## config.mk

```make
export PLATFORM = sky130hd
export DESIGN_NAME = synaptic_conductance_update
export DESIGN_NICKNAME = d
export VERILOG_FILES = /design/src/rtl/cynapse_fixed_pkg.sv /design/src/rtl/fixed_seq_divider.sv /design/src/rtl/synaptic_conductance_update.sv
export SDC_FILE = /design/constraint.sdc
export NUM_CORES = 2
export LEC_CHECK = 0
export CORE_AREA = 3 3 210 295
export CTS_BUF_LIST = sky130_fd_sc_hd__clkbuf_4 sky130_fd_sc_hd__clkbuf_8
export CTS_CLUSTER_DIAMETER = 30
export DETAILED_ROUTE_END_ITERATION = 10
export DIE_AREA = 0 0 213 298
export HOLD_SLACK_MARGIN = 0.02
export MAX_ROUTING_LAYER = met4
export PLACE_DENSITY = 0.81
export SYNTH_ARGS = -nofsm -noshare
export SYNTH_HDL_FRONTEND = slang
export SYNTH_SLANG_ARGS = --single-unit
```

## constraint.sdc

```tcl
create_clock -name Clock -period 9.35 [get_ports Clock]
set_input_delay 1.4025 -clock Clock [delete_from_list [all_inputs] [get_ports Clock]]
set_output_delay 1.4025 -clock Clock [all_outputs]
set_load 0.01 [all_outputs]
```

## src/rtl/cynapse_fixed_pkg.sv

```systemverilog
// Shared fixed-point definitions for the Cynapse conductance datapath:
// default widths, signed range limits, saturation helper and FSM states.
package cynapse_fixed_pkg;

    localparam int unsigned FX_INTEGER_WIDTH   = 32;
    localparam int unsigned FX_FRAC_WIDTH      = 32;
    localparam int unsigned FX_DATA_WIDTH      = FX_INTEGER_WIDTH + FX_FRAC_WIDTH;
    localparam int unsigned FX_DELTAT_WIDTH    = 4;
    localparam int unsigned FX_NEURON_ID_WIDTH = 11;

    localparam logic [FX_DATA_WIDTH-1:0] DATA_MAX = {1'b0, {(FX_DATA_WIDTH-1){1'b1}}};
    localparam logic [FX_DATA_WIDTH-1:0] DATA_MIN = {1'b1, {(FX_DATA_WIDTH-1){1'b0}}};

    typedef enum logic [2:0] {
        IDLE,
        MULT,
        DIV,
        ADD,
        DONE
    } state_t;

    // Clamp a value carrying two guard bits into the signed data range.
    function automatic logic [FX_DATA_WIDTH-1:0] saturate_signed(
        input logic signed [FX_DATA_WIDTH+1:0] x
    );
        logic signed [FX_DATA_WIDTH+1:0] hi;
        logic signed [FX_DATA_WIDTH+1:0] lo;
        hi = signed'({2'b00, DATA_MAX});
        lo = signed'({2'b11, DATA_MIN});
        if (x > hi) begin
            return DATA_MAX;
        end else if (x < lo) begin
            return DATA_MIN;
        end else begin
            return x[FX_DATA_WIDTH-1:0];
        end
    endfunction

endpackage

```

## src/rtl/fixed_seq_divider.sv

```systemverilog
// Unsigned restoring divider, one quotient bit per clock.
// done is high during the final iteration cycle; quotient is final after that edge.
// A zero divisor yields a zero quotient and raises div0.
module fixed_seq_divider #(
    parameter int unsigned WIDTH = 64
) (
    input  logic             clk,
    input  logic             rst_n,
    input  logic             start,
    input  logic [WIDTH-1:0] dividend,
    input  logic [WIDTH-1:0] divisor,
    output logic             busy,
    output logic             done,
    output logic [WIDTH-1:0] quotient,
    output logic             div0
);

    localparam int unsigned CW = $clog2(WIDTH);
    localparam logic [CW-1:0] LAST = CW'(WIDTH - 1);

    logic [WIDTH-1:0] rem;
    logic [WIDTH-1:0] quo;
    logic [WIDTH-1:0] dsr;
    logic [CW-1:0]    count;
    logic [WIDTH:0]   shifted;
    logic [WIDTH:0]   diff;

    assign shifted  = {rem, quo[WIDTH-1]};
    assign diff     = shifted - {1'b0, dsr};
    assign done     = busy && (count == LAST);
    assign quotient = div0 ? '0 : quo;

    // Load operands on start, then shift-subtract one bit per cycle.
    always_ff @(posedge clk or negedge rst_n) begin
        if (!rst_n) begin
            rem   <= '0;
            quo   <= '0;
            dsr   <= '0;
            count <= '0;
            busy  <= 1'b0;
            div0  <= 1'b0;
        end else if (start) begin
            rem   <= '0;
            quo   <= dividend;
            dsr   <= divisor;
            count <= '0;
            busy  <= 1'b1;
            div0  <= (divisor == '0);
        end else if (busy) begin
            if (shifted >= {1'b0, dsr}) begin
                rem <= diff[WIDTH-1:0];
                quo <= {quo[WIDTH-2:0], 1'b1};
            end else begin
                rem <= shifted[WIDTH-1:0];
                quo <= {quo[WIDTH-2:0], 1'b0};
            end
            count <= count + 1'b1;
            if (count == LAST) begin
                busy <= 1'b0;
            end
        end
    end

endmodule

```

## src/rtl/synaptic_conductance_update.sv

```systemverilog
// Per-neuron conductance update: g_new = g - g*DeltaT/Tausyn + WeightSum,
// clamped to the non-negative signed range. One transaction at a time.
module synaptic_conductance_update
    import cynapse_fixed_pkg::*;
#(
    parameter int unsigned INTEGER_WIDTH   = FX_INTEGER_WIDTH,
    parameter int unsigned DATA_WIDTH_FRAC = FX_FRAC_WIDTH,
    parameter int unsigned DATA_WIDTH      = INTEGER_WIDTH + DATA_WIDTH_FRAC,
    parameter int unsigned DELTAT_WIDTH    = FX_DELTAT_WIDTH,
    parameter int unsigned NEURON_ID_WIDTH = FX_NEURON_ID_WIDTH
) (
    input  logic                       Clock,
    input  logic                       Reset,
    input  logic                       InValid,
    output logic                       InReady,
    input  logic [NEURON_ID_WIDTH-1:0] NeuronIDIn,
    input  logic [DATA_WIDTH-1:0]      gIn,
    input  logic [DATA_WIDTH-1:0]      WeightSumIn,
    input  logic [DELTAT_WIDTH-1:0]    DeltaT,
    input  logic [INTEGER_WIDTH-1:0]   Tausyn,
    output logic                       OutValid,
    input  logic                       OutReady,
    output logic [NEURON_ID_WIDTH-1:0] NeuronIDOut,
    output logic [DATA_WIDTH-1:0]      gOut,
    output logic                       DivByZero
);

    localparam int unsigned DW  = DATA_WIDTH;
    localparam int unsigned DTW = DELTAT_WIDTH;

    state_t state, state_nx;

    logic [DW-1:0]              gin_r;
    logic [DW-1:0]              ws_r;
    logic [DTW-1:0]             dt_r;
    logic [INTEGER_WIDTH-1:0]   tau_r;
    logic [NEURON_ID_WIDTH-1:0] id_r;

    logic                       accept;
    logic                       div_start;
    logic                       div_busy;
    logic                       div_done;
    logic                       div0;
    logic [DW-1:0]              quo;
    logic [DW-1:0]              divisor;

    logic [DW-1:0]              gmag;
    logic [DW+DTW-1:0]          prod;
    logic [DW-1:0]              pfrac;
    logic signed [DW+1:0]       decay_s;
    logic signed [DW+1:0]       sum_s;
    logic [DW-1:0]              gnew;

    assign accept = InValid && InReady;

    // Magnitude times DeltaT fraction; dropping the low DTW bits keeps Q(I.F).
    assign gmag    = gin_r[DW-1] ? ('0 - gin_r) : gin_r;
    assign prod    = {{DTW{1'b0}}, gmag} * {{DW{1'b0}}, dt_r};
    assign pfrac   = prod[DW+DTW-1:DTW];
    assign divisor = {{(DW-INTEGER_WIDTH){1'b0}}, tau_r};

    // Decay carries the sign of g; guard bits keep the sum exact before clamping.
    assign decay_s = gin_r[DW-1] ? -signed'({2'b00, quo}) : signed'({2'b00, quo});
    assign sum_s   = signed'({{2{gin_r[DW-1]}}, gin_r}) - decay_s
                   + signed'({{2{ws_r[DW-1]}}, ws_r});
    assign gnew    = sum_s[DW+1] ? '0 : saturate_signed(sum_s);

    fixed_seq_divider #(
        .WIDTH(DW)
    ) u_div (
        .clk      (Clock),
        .rst_n    (Reset),
        .start    (div_start),
        .dividend (pfrac),
        .divisor  (divisor),
        .busy     (div_busy),
        .done     (div_done),
        .quotient (quo),
        .div0     (div0)
    );

    // State register.
    always_ff @(posedge Clock or negedge Reset) begin
        if (!Reset) begin
            state <= IDLE;
        end else begin
            state <= state_nx;
        end
    end

    // Next-state decode and handshake outputs.
    always_comb begin
        state_nx  = state;
        InReady   = 1'b0;
        OutValid  = 1'b0;
        div_start = 1'b0;
        case (state)
            IDLE: begin
                InReady = !div_busy;
                if (InValid && !div_busy) begin
                    state_nx = MULT;
                end
            end
            MULT: begin
                div_start = 1'b1;
                state_nx  = DIV;
            end
            DIV: begin
                if (div_done) begin
                    state_nx = ADD;
                end
            end
            ADD: begin
                state_nx = DONE;
            end
            DONE: begin
                OutValid = 1'b1;
                if (OutReady) begin
                    state_nx = IDLE;
                end
            end
            default: begin
                state_nx = IDLE;
            end
        endcase
    end

    // Capture operands on accept.
    always_ff @(posedge Clock or negedge Reset) begin
        if (!Reset) begin
            gin_r <= '0;
            ws_r  <= '0;
            dt_r  <= '0;
            tau_r <= '0;
            id_r  <= '0;
        end else if (accept) begin
            gin_r <= gIn;
            ws_r  <= WeightSumIn;
            dt_r  <= DeltaT;
            tau_r <= Tausyn;
            id_r  <= NeuronIDIn;
        end
    end

    // Register the result leaving ADD; it holds through DONE until taken.
    always_ff @(posedge Clock or negedge Reset) begin
        if (!Reset) begin
            gOut        <= '0;
            NeuronIDOut <= '0;
            DivByZero   <= 1'b0;
        end else if (state == ADD) begin
            gOut        <= gnew;
            NeuronIDOut <= id_r;
            DivByZero   <= div0;
        end
    end

endmodule

```

Yosys cells after proc, flatten, opt, wreduce, memory -nomap -nowiden
Index checks and enable logic that the tools add are counted.

word-level totals
  register bits after elaboration = 422
  input bits = 179
  output and inout port bits = 78
  logic and storage cells = 65

cells by class
  add/subtract/negate cells = 6
  $mul = 1
  order comparisons = 3
  eq/ne operators = 8
  mux-type cells = 24
  reduce and logical (&&, ||, !) cells = 8

operator list
  cell                                                                     number
  64-bit two-way mux                                                       10
  64-bit by 4-bit multiplier with 68-bit output                            1
  66-bit by 64-bit adder with 66-bit output                                1
  66-bit by 64-bit > comparator with 1-bit output (second input constant)  1
  66-bit by 64-bit < comparator with 1-bit output (second input constant)  1
  66-bit two-way mux                                                       1
  64-bit negation with 66-bit output                                       1
  64-bit by 66-bit subtractor with 66-bit output                           1
  65-bit by 32-bit greater-or-equal comparator with 1-bit output           1
  64-bit logical NOT                                                       1
  1-bit by 64-bit subtractor with 64-bit output (first input constant)     1
  64-bit by 32-bit subtractor with 64-bit output                           1
  3-bit one-hot mux with 5 select lines                                    1
  6-bit two-way mux                                                        2
  3-bit two-way mux                                                        3
  1-bit two-way mux                                                        7
  6-bit by 1-bit adder with 6-bit output (second input constant)           1
  3-bit by 2-bit equality test with 1-bit output (second input constant)   2
  6-bit equality test (second input constant)                              1
  2-bit inequality test (second input constant)                            3
  3-bit by 1-bit equality test with 1-bit output (second input constant)   1
  3-bit equality test (second input constant)                              1
  1-bit logical AND                                                        3
  3-bit logical NOT                                                        1
  other kinds (3)                                                          3

Longest topological paths before layout
  word-level depth = 9
  gate-level depth with buffers = 30
  depth with buffers taken out = 27

Cells and area by module
A second synthesis with hierarchy kept.

unflattened totals
  cells, all modules = 4430
  area, all modules = 38627.0 um^2

by module, submodules not included
  module                       times used  cells an instance  area an instance (um^2)  seq. area each (um^2)
  synaptic_conductance_update  1           2800               25364.3                  6356.1
  fixed_seq_divider            1           1630               13262.7                  5004.8

Worst setup path before layout
OpenSTA, ideal clock, no wires.

  kind = reg2reg
  start point = register gin_r[11]
  end point = register u_div.quo[63]
  library setup time = 83 ps
  data arrival time = 6511 ps
  data required time = 9267 ps
  path slack = 2756 ps
  cell stages (with the launch flop) = 26
  buffers on the path = 1
  clock period less this slack = 6594 ps
  path through = dfrtp_1 -> or4_1 -> nor4_2 -> nand2b_1 -> or2_1 -> or3_1 -> or3_1 -> o31ai_1 -> xnor2_1 -> nand2_1 -> fa_1 -> inv_1 -> fa_1 -> ha_1 -> clkbuf_1 -> nand4_1 -> or4_1 -> or2_2 -> nor4_1 -> a211oi_1 -> a21oi_1 -> o221ai_1 -> o21ai_0 -> a221oi_1 -> xor2_1 -> o21ai_0

on the way
  longest elaborated chain between the ends = 4

RTL lines
  item                                             line                                text
  from (decl)                                      synaptic_conductance_update.sv:33   logic [DW-1:0] gin_r;
  from (signal assigned)                           synaptic_conductance_update.sv:137  gin_r <= gIn;
  1-bit by 64-bit subtractor with 64-bit output    synaptic_conductance_update.sv:57   assign gmag = gin_r[DW-1] ? ('0 - gin_r) : gin_r;
  64-bit two-way mux *                             synaptic_conductance_update.sv:57
  64-bit by 4-bit multiplier with 68-bit output *  synaptic_conductance_update.sv:58   assign prod = {{DTW{1'b0}}, gmag} * {{DW{1'b0}}, dt_r};
  64-bit two-way mux *                             fixed_seq_divider.sv:42             end else if (start) begin
  to (signal assigned)                             fixed_seq_divider.sv:44             quo <= dividend;
  to (signal assigned)                             fixed_seq_divider.sv:52             quo <= {quo[WIDTH-2:0], 1'b1};
  to (signal assigned)                             fixed_seq_divider.sv:55             quo <= {quo[WIDTH-2:0], 1'b0};
  to (decl)                                        fixed_seq_divider.sv:22             logic [WIDTH-1:0] quo;

Mark *: on every way between the ends. The rest lies on a longest branch, timed or not.
A chain may end at the register's enable or synchronous reset.

Worst setup path after layout
Ends and elaborated chain as after synthesis.

==> results.cfg <==
[cells_and_area]
design_area_sq_um = 40500
area_delta_synth_final_pct = 13.8
multi_input_comb_area_sq_um = 23300
n_fill_cell = 4775
drive_gt1_share_pct = 9.80
nNetsFinal = 4771
seqCellArea_sq_um = 10600

[setup_path]
reg2reg_slack_ns = 1.53
cp-endpoint = u_div.quo[63]
reg2regPathDepth = 25
crit_arrival_ns = 8.41
crit_slowest_cell = or4_1
critPathKind = reg2reg
r2r-start = gin_r[11]
critPathCaptureType = register
worstPathMaxFanout = 7
worstPathRequired_ns = 9.94
crit_path_max_incr_delay_ns = 0.62
regToRegEndpoint = u_div.quo[63]
cp-start-kind = register
crit_start = gin_r[11]

[timing]
setup_tns_ns = 0
fmax_ghz = 0.128
relSlewSlack_pct = 22.9
setup_viol = 0
fin_crit_sh_pct = 83.6
report.final.slew_viol_count = 0
final_hold_viol_count = 0
worst_slack_ns = 1.53
tightest_slew_ns = 1.14
rsz0062_at_grt = false
period_needed_ns = 7.82
skew_ns = 0.0482

[flow_run]
max_cap_violations = 0

[cts]
root_buffer = clkbuf_8
cts_buffer_depth = 3
clk_latency_ns = 0.71
clk_pin_slew_ns = 0.05
ctsHoldBuffers = 0
post_cts_resized = 0
numCtsBuffers = 85
postCtsSetupRepairBufs = 0
htreeDepth = 3
cts_sinks = 422
cts_tree = done

[yosys]
synth_top_area_share_pct = 29.7
syn_nets = 4619
synth.most_common_cell = nand2_1
ys_types = 95
synthTopCellsByCount = nand2_1, dfrtp_1, o21ai_0, a21oi_1, nor2_1
async_flop_share_pct = 100
syn-cell-area_sq_um = 35600
synth_ff_type = dfrtp_1
synth_edf_count = 0
ys_top_cells_by_area = dfrtp_1, fa_1, nand2_1
syn_avg_cell_area_sq_um = 8.73
synth_largest_area_cell = dfrtp_1
synthCells = 4080
yosys_warnings = 0
ys_seq_elements = 422
seq_area_frac_synth_pct = 29.7

[placement]
placed_area_sq_um = 38500
dp_worst_setup_slack_ns = 1.64
portBuffers = 256
hpwl_mm = 78.5
routabilityCongestion = 1.00

[drt]
drc_errors = 0
wl_per_cell_um = 20.5
routed_wl_mm = 104
antenna_left = 0
vias = 31100
vias_per_cell = 6.15
drtPass1Iterations = 6
drt_iter0_drc = 2246

[grt]
grt_max_degree = 157
grt_pass1_wl_mm = 166
antenna_found_initial = 1
grt_pass1_vias = 31000
track_usage_pct = 33.7
grt_overflow = 0

[die]
dieHeight_um = 298
rows = 106
io_pins = 257
design.die.area_sq_um = 63500
core_area_sq_um = 59500
start_util_pct = 59.8
die_width_um = 213

[min_path]
min_path_cells = 2
hold_path_class = reg2reg

[outcome]
status = finished, final reports clean
## cell families after synthesis
group	synth area share (%)
adder cells (fa/ha/maj)	16.6
AO/OA/AOI/OAI	17.0
AND/OR/NAND/NOR	17.6
XOR/XNOR	6.76
multiplexers	7.54
flip-flops	29.7
buffers and inverters	4.87
## stage by stage
stage	instances	hold WS, ns	util (%)
global route	5053	0.499	68.0
global placement	4901	0.462	64.7
CTS	5052	0.482	68.0
detailed placement	4901	0.470	64.7
floorplan	4080	0.452	-
finish	5053	0.479	68.0
## how the worst min path moves through the flow
stage / startpoint / to / slack (ns)
2_1_floorplan: u_div.dsr[0] / u_div.dsr[0] / 0.45
3_3_place_gp: DivByZero / DivByZero / 0.46
3_5_place_dp: DivByZero / DivByZero / 0.47
4_1_cts: gOut[2] / gOut[2] / 0.48
5_1_grt: gOut[55] / gOut[55] / 0.50
6_report: gOut[2] / gOut[2] / 0.48
## sequential cells by signal, indices dropped and copies added (netlist names)
signal       count
gOut            64
u_div.div0       1
gin_r           64
DivByZero        1
id_r            11
u_div.quo       64
u_div.count      6
u_div.busy       1
u_div.dsr       32
u_div.rem       64
tau_r           32
ws_r            64
dt_r             4
state            3
NeuronIDOut     11
## worst max-delay path: cells and delay by family (launching register included)
family          cells  cell delay (ns)
fa+ha+maj           3             1.44
compound gates      7             1.81
buf+inv             1             0.06
xor+xnor            2             0.42
simple gates       12             3.53
flops               1             0.45
## cell usage in the layout (no fill, tap or decap), drive strengths merged, types with 42 or more instances in the layout
| cell | n |
|---|---|
| a211oi | 42 |
| a21o | 91 |
| a21oi | 248 |
| a31oi | 53 |
| and2 | 88 |
| clkbuf | 111 |
| clkdlybuf4s50 | 255 |
| dfrtp | 422 |
| fa | 187 |
| ha | 173 |
| inv | 245 |
| mux2 | 193 |
| mux2i | 50 |
| nand2 | 615 |
| nand3 | 48 |
| nand4 | 57 |
| nor2 | 242 |
| nor3 | 54 |
| nor4 | 47 |
| o21ai | 349 |
| or3 | 42 |
| xnor2 | 185 |
| xor2 | 90 |
## cell type report
type	count	share of cell area (%)
diodes	1	0.00618
clock buffers	111	3.60
clock inverters	40	1.34
inverters	240	2.22
multi-input cells	3203	57.6
flip-flops and latches	422	26.1
well taps	756	2.33
repair buffers	280	6.84
## layer usage
metal,global-route usage (%),share of wire (%),up-vias
met2,54.8,48,1155
met5,-,0,-
li1,-,-,14500
met1,41.9,40,15100
met4,15.5,4.9,0
met3,4.29,6.5,276
Power is not shown: default switching activity piles up to over one toggle a cycle in this logic, so the estimate is an artifact.
